`src/rtl/multicycle_control.sv`:
```
// multicycle_control
//
// Moore-style main control FSM for a multi-cycle datapath. Each instruction is
// sequenced through fetch, decode, execute, memory and write-back states.
// The controller drives a shared ALU, the instruction register and a unified
// memory.
//
// Memory handshake: mem_req is held high for the whole time the FSM sits in
// FETCH, MEMRD or MEMWR. A transfer completes in the cycle where mem_req and
// mem_ready are both high, and the FSM leaves the memory state on the
// following edge. mem_req is never dropped while waiting for mem_ready.
//
// Parameters:
//   MAX_WAIT  consecutive unanswered request cycles tolerated before HALT
//             (0 disables the timeout)
//   EXT_EN    1 makes NANDI (opcode 010000) legal; 0 traps it as illegal
//
// Ports:
//   clk, reset     clock (rising edge), asynchronous active-high reset
//   in, funct      opcode / funct fields from the instruction register
//   mem_ready      memory completes the current request this cycle
//   mem_req, mem_write, iord                 memory request controls
//   ir_write, pc_write, pc_write_cond, pc_source   IR / PC controls
//   alu_src_a, alu_src_b, alu_op             ALU operand and operation select
//   reg_dest, mem_to_reg, reg_write          register file controls
//   illegal        one-cycle pulse in DECODE on an undecodable opcode
//   mem_timeout    high while in HALT after a wait-state timeout
//   state          current state encoding (debug)
module multicycle_control #(
  parameter int MAX_WAIT = 15,
  parameter bit EXT_EN   = 1'b1
) (
  input  logic       clk,
  input  logic       reset,
  input  logic [5:0] in,
  input  logic [5:0] funct,
  input  logic       mem_ready,
  output logic       mem_req,
  output logic       mem_write,
  output logic       iord,
  output logic       ir_write,
  output logic       pc_write,
  output logic       pc_write_cond,
  output logic [1:0] pc_source,
  output logic       alu_src_a,
  output logic [1:0] alu_src_b,
  output logic [2:0] alu_op,
  output logic       reg_dest,
  output logic       mem_to_reg,
  output logic       reg_write,
  output logic       illegal,
  output logic       mem_timeout,
  output logic [3:0] state
);

  localparam int CW = (MAX_WAIT > 0) ? $clog2(MAX_WAIT + 1) : 1;
  localparam logic [CW-1:0] MAX_CNT = CW'(MAX_WAIT);

  localparam logic [5:0] OP_RTYPE = 6'b000000;
  localparam logic [5:0] OP_LW    = 6'b100011;
  localparam logic [5:0] OP_SW    = 6'b101011;
  localparam logic [5:0] OP_BEQ   = 6'b000100;
  localparam logic [5:0] OP_J     = 6'b000010;
  localparam logic [5:0] OP_NANDI = 6'b010000;

  typedef enum logic [3:0] {
    S_INIT    = 4'd0,
    S_FETCH   = 4'd1,
    S_DECODE  = 4'd2,
    S_MEMADDR = 4'd3,
    S_MEMRD   = 4'd4,
    S_MEMWB   = 4'd5,
    S_MEMWR   = 4'd6,
    S_EXEC_R  = 4'd7,
    S_RWB     = 4'd8,
    S_BRANCH  = 4'd9,
    S_JUMP    = 4'd10,
    S_EXEC_I  = 4'd11,
    S_IWB     = 4'd12,
    S_HALT    = 4'd13
  } state_t;

  state_t          state_q, state_d;
  logic [CW-1:0]   cnt_q;
  logic            waiting;

  // funct is interpreted by the downstream ALU control when alu_op = 100;
  // this FSM does not branch on it.
  logic unused_funct;
  assign unused_funct = ^funct;

  assign state = state_q;

  always_ff @(posedge clk or posedge reset) begin
    if (reset) begin
      state_q <= S_INIT;
      cnt_q   <= '0;
    end else begin
      state_q <= state_d;
      if (state_d != state_q) begin
        cnt_q <= '0;
      end else if (waiting && !mem_ready && (cnt_q != '1)) begin
        cnt_q <= cnt_q + CW'(1);
      end
    end
  end

  always_comb begin
    state_d       = state_q;
    waiting       = 1'b0;
    mem_req       = 1'b0;
    mem_write     = 1'b0;
    iord          = 1'b0;
    ir_write      = 1'b0;
    pc_write      = 1'b0;
    pc_write_cond = 1'b0;
    pc_source     = 2'b00;
    alu_src_a     = 1'b0;
    alu_src_b     = 2'b00;
    alu_op        = 3'b000;
    reg_dest      = 1'b0;
    mem_to_reg    = 1'b0;
    reg_write     = 1'b0;
    illegal       = 1'b0;
    mem_timeout   = 1'b0;

    case (state_q)
      S_INIT: state_d = S_FETCH;

      S_FETCH: begin
        waiting   = 1'b1;
        mem_req   = 1'b1;
        alu_src_b = 2'b01;
        // IR and PC load only in the cycle the fetch actually completes.
        ir_write  = mem_ready;
        pc_write  = mem_ready;
        if (mem_ready) state_d = S_DECODE;
      end

      S_DECODE: begin
        alu_src_b = 2'b11;
        case (in)
          OP_RTYPE:     state_d = S_EXEC_R;
          OP_LW, OP_SW: state_d = S_MEMADDR;
          OP_BEQ:       state_d = S_BRANCH;
          OP_J:         state_d = S_JUMP;
          OP_NANDI: begin
            if (EXT_EN) begin
              state_d = S_EXEC_I;
            end else begin
              illegal = 1'b1;
              state_d = S_FETCH;
            end
          end
          default: begin
            illegal = 1'b1;
            state_d = S_FETCH;
          end
        endcase
      end

      S_MEMADDR: begin
        alu_src_a = 1'b1;
        alu_src_b = 2'b10;
        state_d   = (in == OP_LW) ? S_MEMRD : S_MEMWR;
      end

      S_MEMRD: begin
        waiting = 1'b1;
        mem_req = 1'b1;
        iord    = 1'b1;
        if (mem_ready) state_d = S_MEMWB;
      end

      S_MEMWB: begin
        reg_write  = 1'b1;
        mem_to_reg = 1'b1;
        state_d    = S_FETCH;
      end

      S_MEMWR: begin
        waiting   = 1'b1;
        mem_req   = 1'b1;
        mem_write = 1'b1;
        iord      = 1'b1;
        if (mem_ready) state_d = S_FETCH;
      end

      S_EXEC_R: begin
        alu_src_a = 1'b1;
        alu_op    = 3'b100;
        state_d   = S_RWB;
      end

      S_RWB: begin
        reg_write = 1'b1;
        reg_dest  = 1'b1;
        state_d   = S_FETCH;
      end

      S_BRANCH: begin
        alu_src_a     = 1'b1;
        alu_op        = 3'b001;
        pc_write_cond = 1'b1;
        pc_source     = 2'b01;
        state_d       = S_FETCH;
      end

      S_JUMP: begin
        pc_write  = 1'b1;
        pc_source = 2'b10;
        state_d   = S_FETCH;
      end

      S_EXEC_I: begin
        alu_src_a = 1'b1;
        alu_src_b = 2'b10;
        alu_op    = 3'b011;
        state_d   = S_IWB;
      end

      S_IWB: begin
        reg_write = 1'b1;
        state_d   = S_FETCH;
      end

      S_HALT: mem_timeout = 1'b1;

      default: state_d = S_INIT;
    endcase

    // Timeout: a mem_ready in the same cycle wins, so this only fires while
    // the request is still unanswered.
    if ((MAX_WAIT > 0) && waiting && !mem_ready && (cnt_q == MAX_CNT)) begin
      state_d = S_HALT;
    end
  end

endmodule

```
`config.mk`:
```
export PLATFORM = sky130hd
export DESIGN_NAME = multicycle_control
export DESIGN_NICKNAME = d
export VERILOG_FILES = /design/src/rtl/multicycle_control.sv
export SDC_FILE = /design/constraint.sdc
export NUM_CORES = 1
export LEC_CHECK = 0
export ABC_AREA = 1
export CAP_MARGIN = 10
export CORE_MARGIN = 4
export CORE_UTILIZATION = 35
export CTS_CLUSTER_DIAMETER = 120
export DETAILED_ROUTE_END_ITERATION = 8
export MAX_ROUTING_LAYER = met4
export PLACE_DENSITY = 0.74
export SLEW_MARGIN = 15
export SYNTH_ARGS = -nofsm -noshare
export SYNTH_HDL_FRONTEND = slang
export SYNTH_SLANG_ARGS = --single-unit
export TNS_END_PERCENT = 50
```
`constraint.sdc`:
```
create_clock -name clk -period 2 [get_ports clk]
set_clock_uncertainty 0.05 [all_clocks]
set_input_delay 0.6 -clock clk [delete_from_list [all_inputs] [get_ports clk]]
set_output_delay 0.6 -clock clk [all_outputs]
set_load 0.03 [all_outputs]
```
# [Word-level counts from Yosys, hierarchy flattened]
# Cells that the tools add are included.
[totals] ff_bits=8 out_inout_bits=23 elab_cells=64 in_bits=15
[classes] n_addsub=1 muxes=25 n_eq_ne=21 reduce_logical=15
[ops] cell="$pmux 4 s9" n=1
[ops] cell="$eq 4x4->1 const B" n=7
[ops] cell="$mux 4" n=6
[ops] cell="$pmux 4 s5" n=1
[ops] cell="$eq 4x3->1 const B" n=4
[ops] cell="$eq 6x6->1 const B" n=2
[ops] cell="$mux 1" n=12
[ops] cell="$reduce_or 6->1" n=2
[ops] cell="$pmux 3 s3" n=1
[ops] cell="$eq 4x2->1 const B" n=2
[ops] cell="$eq 6x2->1 const B" n=1
[ops] cell="$eq 6x3->1 const B" n=1
[ops] cell="$eq 6x5->1 const B" n=1
[ops] cell="$logic_not 6->1" n=1
[ops] cell="$pmux 2 s3" n=1
[ops] cell="$reduce_or 2->1" n=3
[ops] cell="$reduce_or 3->1" n=2
[ops] cell="$add 4x1->4 const B" n=1
[ops] cell="$eq 4x1->1 const B" n=1
[ops] cell="$logic_not 4->1" n=1
[ops] cell="$ne 4x4->1" n=1
[ops] cell="$ne 4x4->1 const B" n=1
[ops] cell="$pmux 2 s2" n=1
[ops] cell="$reduce_or 4->1" n=1
[ops] cell="other kinds (5)" n=7

# [Depth between registers and ports, before layout]
# Gate-level depths: netlist (run 1).
[logic_depth] word_depth=8 mapped_depth=12 depth_no_buf=12

# [Least setup slack after synthesis (run 1)]
# OpenSTA, ideal clock, no wires.
[synth_timing] kind="register to output" startpoint="reg state_q[1], in the netlist state[1]" endpoint="out alu_src_b[1]" stages_incl_launch_ff=5 required_time_ns=1.350 setup_slack_ns=-0.280 t_arrival_ns=1.630 n_path_buf=0 path_cell_list="dfrtp_1 > nand2_1 > nor2_1 > inv_1 > nand3_1"
[synth_via] elab_chain_cells=3 word_cells_on_any_way=6 cone_classes="eq/ne: 4; mux: 1; reduce/logical: 1"
[synth_rtl] item="start, declared" line_no="83" text="state_t state_q, state_d;"
[synth_rtl] item="start signal, assigned" line_no="99" text="state_q <= state_d;"
[synth_rtl] item="$eq 4x4->1 / $eq 4x2->1 (equally long branches)" line_no="127" text="case (state_q)"
[synth_rtl] item="$reduce_or 2->1 (no source line)"
[synth_rtl] item="$pmux 2 s3 (*)" line_no="127"
[synth_rtl] item="end, declared" line_no="46" text="output logic [1:0] alu_src_b,"
# Mark *: on every way between the ends. The rest lies on a longest branch, timed or not.

# [Worst setup path in the final report (run 1)]
[layout_timing] startpoint="reg state_q[3], in the netlist state[3]" endpoint="out illegal"
[layout_via] elab_chain_cells=2
[layout_rtl] item="$eq 4x2->1" line_no="127"
[layout_rtl] item="$mux 1" line_no="127"
[layout_rtl] item="end, declared" line_no="51" text="output logic illegal,"
# No other way between the ends.

==> impl_metrics.json, run 1 <==
{
  "dp.cells": 207,
  "synth_top_cell_by_area": "dfrtp_1",
  "ys_types": 20,
  "critPathLaunchType": "register",
  "hold_path_class": "register to register",
  "timing.final.crit_share_pct": 101.5,
  "synthTopCellsByArea": "dfrtp_1 25%, nand2_1 16%, nor2_1 12%",
  "grt_pass1_wl_um": 4015,
  "portBuffers": 31,
  "fin_cells": 228,
  "worst_pin_slew_ps": 310.6,
  "muxShareOfSynthArea_pct": 0,
  "synth_area_um2": 805.8,
  "htreeDepth": 1,
  "clk_pin_slew_worst_paths_ps": 60,
  "syn_nets": 152,
  "clock-sinks": 8,
  "netlist_instances": 136,
  "relSlewSlack_pct": 79.27,
  "drt_iter0_markers": 37,
  "cts_buffers": 3,
  "endpoint_kind": "output port",
  "pre_cts_ws_ps": -400.8,
  "grt_pass1_vias": 927,
  "hold_buffers": 0,
  "synth_edf_count": 0,
  "power.static_leakage_nw": 0.8824,
  "diodes": 0,
  "dp_hpwl_um": 1901,
  "die-area_um2": 3134,
  "setup_viol": 6,
  "setup_slack_ps": -30.60,
  "yosysMostFrequentCell": "nand2_1",
  "cts_tree": "built",
  "min_period_ps": 2031,
  "synth_top_area_share_pct": 24.84,
  "grt_antenna_before_repair": 0,
  "ys_async_sr_fraction_pct": 100.0,
  "synth_area_per_cell_um2": 5.925,
  "hold_viol_final": 0,
  "coreArea_um2": 2212,
  "reg2reg_setup_slack_ps": 100,
  "clockBufferDepth": 2,
  "reg2reg_depth": 12,
  "synthTopCellsByCount": "35 x nand2_1, 25 x nor2_1, 22 x inv_1",
  "max_cap_violations": 0,
  "firstDrtPassIters": 4,
  "drt-wirelength-per-cell_um": 12.28,
  "arrival_ps": 1380,
  "fmax_mhz": 492.5,
  "criticalPathCategory": "register to output port",
  "violations": "setup timing",
  "finalWirelength_um": 2799,
  "grt_max_degree": 9,
  "layout-drive-gt1-share_pct": 53.50,
  "hold_start": "cnt_q[1]",
  "gp_congestion": 0.8495,
  "die_w_um": 55.98,
  "vias": 1117,
  "nFillCells": 172,
  "grt_overflow_total": 0,
  "area_delta_synth_final_pct": 86.49,
  "rows": 17,
  "drcViolationCount": 0,
  "pin_count": 38,
  "synth_top_family_by_area": "simple AND/OR/NAND/NOR gates",
  "synth_seq_cells": 8,
  "yosys_warnings": 0,
  "synth-simple-area-share_pct": 53.57,
  "synth_xor_area_share_pct": 3.261,
  "worst_ep_required_time_ps": 1350,
  "final_max_slew_viol_count": 0,
  "start_util_pct": 36.43,
  "crit_start": "state[3]",
  "cp-endpoint": "illegal",
  "cp_max_fo": 7,
  "final_antenna_net_count": 0,
  "synth-adder-area-share_pct": 1.553,
  "fin_tns_setup_ps": -102.4,
  "synth_compound_area_share_pct": 4.193,
  "die_y_um": 55.98,
  "fin_nets": 217,
  "grt.total_usage_pct": 15.68,
  "synth_flop_cell": "dfrtp_1",
  "worst_r2r_endpoint": "cnt_q[3]",
  "p_total_mw": 1.889,
  "rsz0062_at_grt": "true",
  "seq_area_frac_synth_pct": 24.84,
  "peakVddDrop_mv": 0.8238,
  "outcome": "finished with violations",
  "clkLatencyLatePin_ps": 250,
  "timing.rr.start": "state[1]",
  "viasPerCell": 4.899,
  "cts_root_buf": "clkbuf_4",
  "p_per_area_nw_per_um2": 1257
}
## layout make-up
type / instances / area, um2 / area share [%]
Multi-Input combinational cell: 101 / 635.6 / 42.30
Inverter: 27 / 103.9 / 6.911
Sequential cell: 8 / 205.2 / 13.66
Timing Repair Buffer: 60 / 496.7 / 33.06
Clock buffer: 4 / 26.28 / 1.749
Tap cell: 28 / 35.03 / 2.331
## through the flow
step | area, um2 | utilization [%] | hold slack (ps)
after floorplan | 814.5 | - | 365.6
after global placement | 1202 | 54.36 | 470.7
after detailed placement | 1202 | 54.36 | 485.0
after CTS | 1262 | 57.07 | 498.5
after global routing | 1503 | 67.93 | 537.3
final | 1503 | 67.93 | 490.9
## worst max-delay path: stages, from the launching register on
cell and delay, ps:
dfrtp_2 480, nor2_4 180, nand2_2 80, inv_2 80
nand3_4 80, nor2_4 110, buf_6 130
## repair_timing
action                     in CTS  in global routing
pin swaps                       3                 13
gates resized for setup        26                 52
setup endpoints to repair      15                 17
setup buffers                   0                 17
## worst min path at each step
stage / endpoint / slack, ps / cells after the start
after floorplan: cnt_q[0] / 370 / 1
after global placement: cnt_q[1] / 470 / 1
after detailed placement: cnt_q[1] / 480 / 1
after CTS: cnt_q[1] / 500 / 1
after global routing: cnt_q[3] / 540 / 2
final: cnt_q[1] / 490 / 1
## cell families after synthesis
kind of cell    after synthesis
simple gates                 91
buf+inv                      27
flops                         8
compound gates                6
xor+xnor                      3
fa+ha+maj                     1
## layer usage
metal / up-vias / wire length [um] / global-route usage [%]
li1: 558 / - / -
met1: 516 / 1167 / 19.75
met2: 39 / 1456 / 26.71
met3: 4 / 133 / 3.016
met4: 0 / 42 / 2.034
met5: - / 0 / -
## registers in the layout (all words and copies together) (netlist names)
signal	flops
state	4
cnt_q	4
## power breakdown
group	internal [mW]	total, mW	switching (mW)
Clock	0.0763	0.131	0.0551
Combinational	0.629	1.46	0.835
Sequential	0.206	0.294	0.0878
## cells in the final DEF (no fill, tap or decap), types with 3 or more instances in the layout
master         synthesis  layout
o21ai_0                5       4
dlygate4sd2_1          0       5
buf_6                  0      14
clkbuf_2               0       6
inv_2                  5      10
dfrtp_1                8       4
buf_4                  0      34
dfrtp_2                0       4
nand3_2                1       8
nor2_1                25      17
nand2_1               35      27
nand3_1               15       7
nor2_4                 2       9
clkbuf_4               0       3
nand2_2                3      10
nand4_1                5       5
inv_1                 22      16
(Power assumes the default switching activity.)
==> inputs of run 2 (changes only) <==
--- a/config.mk
+++ b/config.mk
@@ -8,12 +8,12 @@
 export ABC_AREA = 1
 export CAP_MARGIN = 10
 export CORE_MARGIN = 4
-export CORE_UTILIZATION = 35
+export CORE_UTILIZATION = 40
 export CTS_CLUSTER_DIAMETER = 120
 export DETAILED_ROUTE_END_ITERATION = 8
 export MAX_ROUTING_LAYER = met4
-export PLACE_DENSITY = 0.74
-export SLEW_MARGIN = 15
+export PLACE_DENSITY = 0.83
+export SLEW_MARGIN = 30
 export SYNTH_ARGS = -nofsm -noshare
 export SYNTH_HDL_FRONTEND = slang
 export SYNTH_SLANG_ARGS = --single-unit
==> run 2 against run 1 <==
  * The run still ends with setup timing left
  * Non-clock buffer count decreased by 4
  * Cell area down 4.2%
  * Sequential power is 6% lower
  * Global-route usage grew 4.8 points
  * Sequential share of layout area rose by 0.61 points
  * Sequential cell count unchanged
  * Setup slack better by 19 ps
  * Power fell by 4.6%
  * Combinational power shrank 4%
  * Hold slack better by 36 ps
  * Final cell count down 3.1%
  * Count of clock-buffer cells in the layout unchanged
  * Critical endpoint is now reg_dest
  * Largest cell class unchanged
  * Largest power group unchanged
  * Highest routed layer unchanged
==> impl_metrics.json, run 2 (synthesis gave the netlist of run 1 again) <==
{
  "endpoint_kind": "output port",
  "rows": 15,
  "p_per_area_nw_per_um2": 1252,
  "wl_met1_um": 1138,
  "nFillCells": 116,
  "drt_iter0_markers": 29,
  "cp_max_fo": 5,
  "cpMostUsedCell": "buf_4",
  "clockBufferDepth": 2,
  "hold_viol_final": 0,
  "regArea_um2": 205.2,
  "clkLatencyLatePin_ps": 250,
  "fin_tns_setup_ps": -11.62,
  "p_total_mw": 1.802,
  "grt_pass1_vias": 986,
  "portBuffers": 31,
  "slowest_delay_ps": 450,
  "hold_path_class": "primary input to asynchronous set/reset pin",
  "criticalPathCategory": "register to output port",
  "firstDrtPassIters": 4,
  "route.met2.wl_um": 1382,
  "start_util_pct": 44.26,
  "diodes": 0,
  "final_antenna_net_count": 0,
  "worst_ep_required_time_ps": 1350,
  "clock-sinks": 8,
  "die_y_um": 52.88,
  "max_cap_violations": 0,
  "min_period_ps": 2012,
  "area_delta_synth_final_pct": 78.57,
  "coreArea_um2": 1821,
  "outcome": "finished with violations",
  "met3_length_um": 175,
  "grt_max_degree": 9,
  "setup_viol": 1,
  "viasPerCell": 4.995,
  "pin_count": 38,
  "gp_congestion": 0.8886,
  "die_w_um": 52.88,
  "mostFrequentLayoutCells": "37 x buf_4, 28 x nand2_1, 18 x inv_1",
  "final_max_slew_viol_count": 0,
  "die-area_um2": 2796,
  "multiInputGateArea_um2": 633.1,
  "critical_path.top_delay_family": "flip-flops",
  "grt.total_usage_pct": 20.47,
  "finalWirelength_um": 2725,
  "timing.final.crit_share_pct": 100.6,
  "arrival_ps": 1360,
  "layout_commonest_cell": "buf_4",
  "vias": 1104,
  "worst_pin_slew_ps": 302.0,
  "grt_overflow_total": 0,
  "drt-wirelength-per-cell_um": 12.33,
  "grt_antenna_before_repair": 0,
  "cts_buffers": 3,
  "drcViolationCount": 0,
  "power.static_leakage_nw": 0.8622,
  "cts_root_buf": "clkbuf_4",
  "cp.buffers_inverters": 2,
  "htreeDepth": 1,
  "dp_hpwl_um": 1847,
  "path_cells": "buf_4 -> nor2_2 -> nand2_1 -> nor2_1 -> buf_4",
  "clk_pin_slew_worst_paths_ps": 50,
  "grt_pass1_wl_um": 4140,
  "peakVddDrop_mv": 0.8000,
  "layout-drive-gt1-share_pct": 52.04,
  "cp_slowest_cell": "dfrtp_2",
  "routed.top_layer": "met4",
  "rsz0062_at_grt": "true",
  "cts_tree": "built",
  "fmax_mhz": 497.1,
  "critPathLaunchType": "register",
  "hold_buffers": 0,
  "violations": "setup timing",
  "relSlewSlack_pct": 79.94,
  "setup_slack_ps": -11.62,
  "fin_nets": 213
}
run 2: cell type report:
class | instances | share of cell area [%]
flip-flops and latches | 8 | 14.26
well taps | 25 | 2.174
clock buffers | 4 | 1.826
multi-input cells | 101 | 44.00
inverters | 27 | 7.043
repair buffers | 56 | 30.70
run 2: what timing repair did:
| item | CTS | global route |
|---|---|---|
| setup buffers | 4 | 7 |
| pin swaps | 3 | 10 |
| setup endpoints to repair | 15 | 17 |
| resized for setup | 30 | 39 |
run 2: worst paths after layout:
check                          from  endpoint  slack, ps  depth (start not counted)
setup / recovery           state[0]  reg_dest        -10                          5
hold / removal                reset  cnt_q[2]        530                          2
setup reg to reg           state[3]  cnt_q[3]        260                         12
hold reg to reg            cnt_q[3]  cnt_q[3]        530                          2
max in group asynchronous     reset  state[0]       1130                          2
min in group clk           cnt_q[3]  cnt_q[3]        530                          2
run 2: layer usage:
| layer | up-vias | GRT usage (%) |
|---|---|---|
| met4 | 0 | 9.787 |
| li1 | 549 | - |
| met2 | 45 | 32.85 |
| met5 | - | - |
| met1 | 504 | 23.54 |
| met3 | 6 | 5.634 |
run 2: stage by stage:
step	area [um2]	utilization (%)	hold WS [ps]	worst slack [ps]	instances
2_1_floorplan	814.5	-	365.6	-113.5	136
3_3_place_gp	1214	66.67	475.8	-355.7	206
3_5_place_dp	1214	66.67	506.7	-387.2	206
4_1_cts	1318	72.37	517.8	-96.93	214
5_1_grt	1439	79.04	546.9	-85.62	221
6_report	1439	79.04	526.7	-11.62	221
run 2: power breakdown:
part           internal, mW  switching [mW]  total [mW]
clock network        0.0761          0.0517       0.128
registers             0.206          0.0712       0.277
logic                 0.556           0.841        1.40
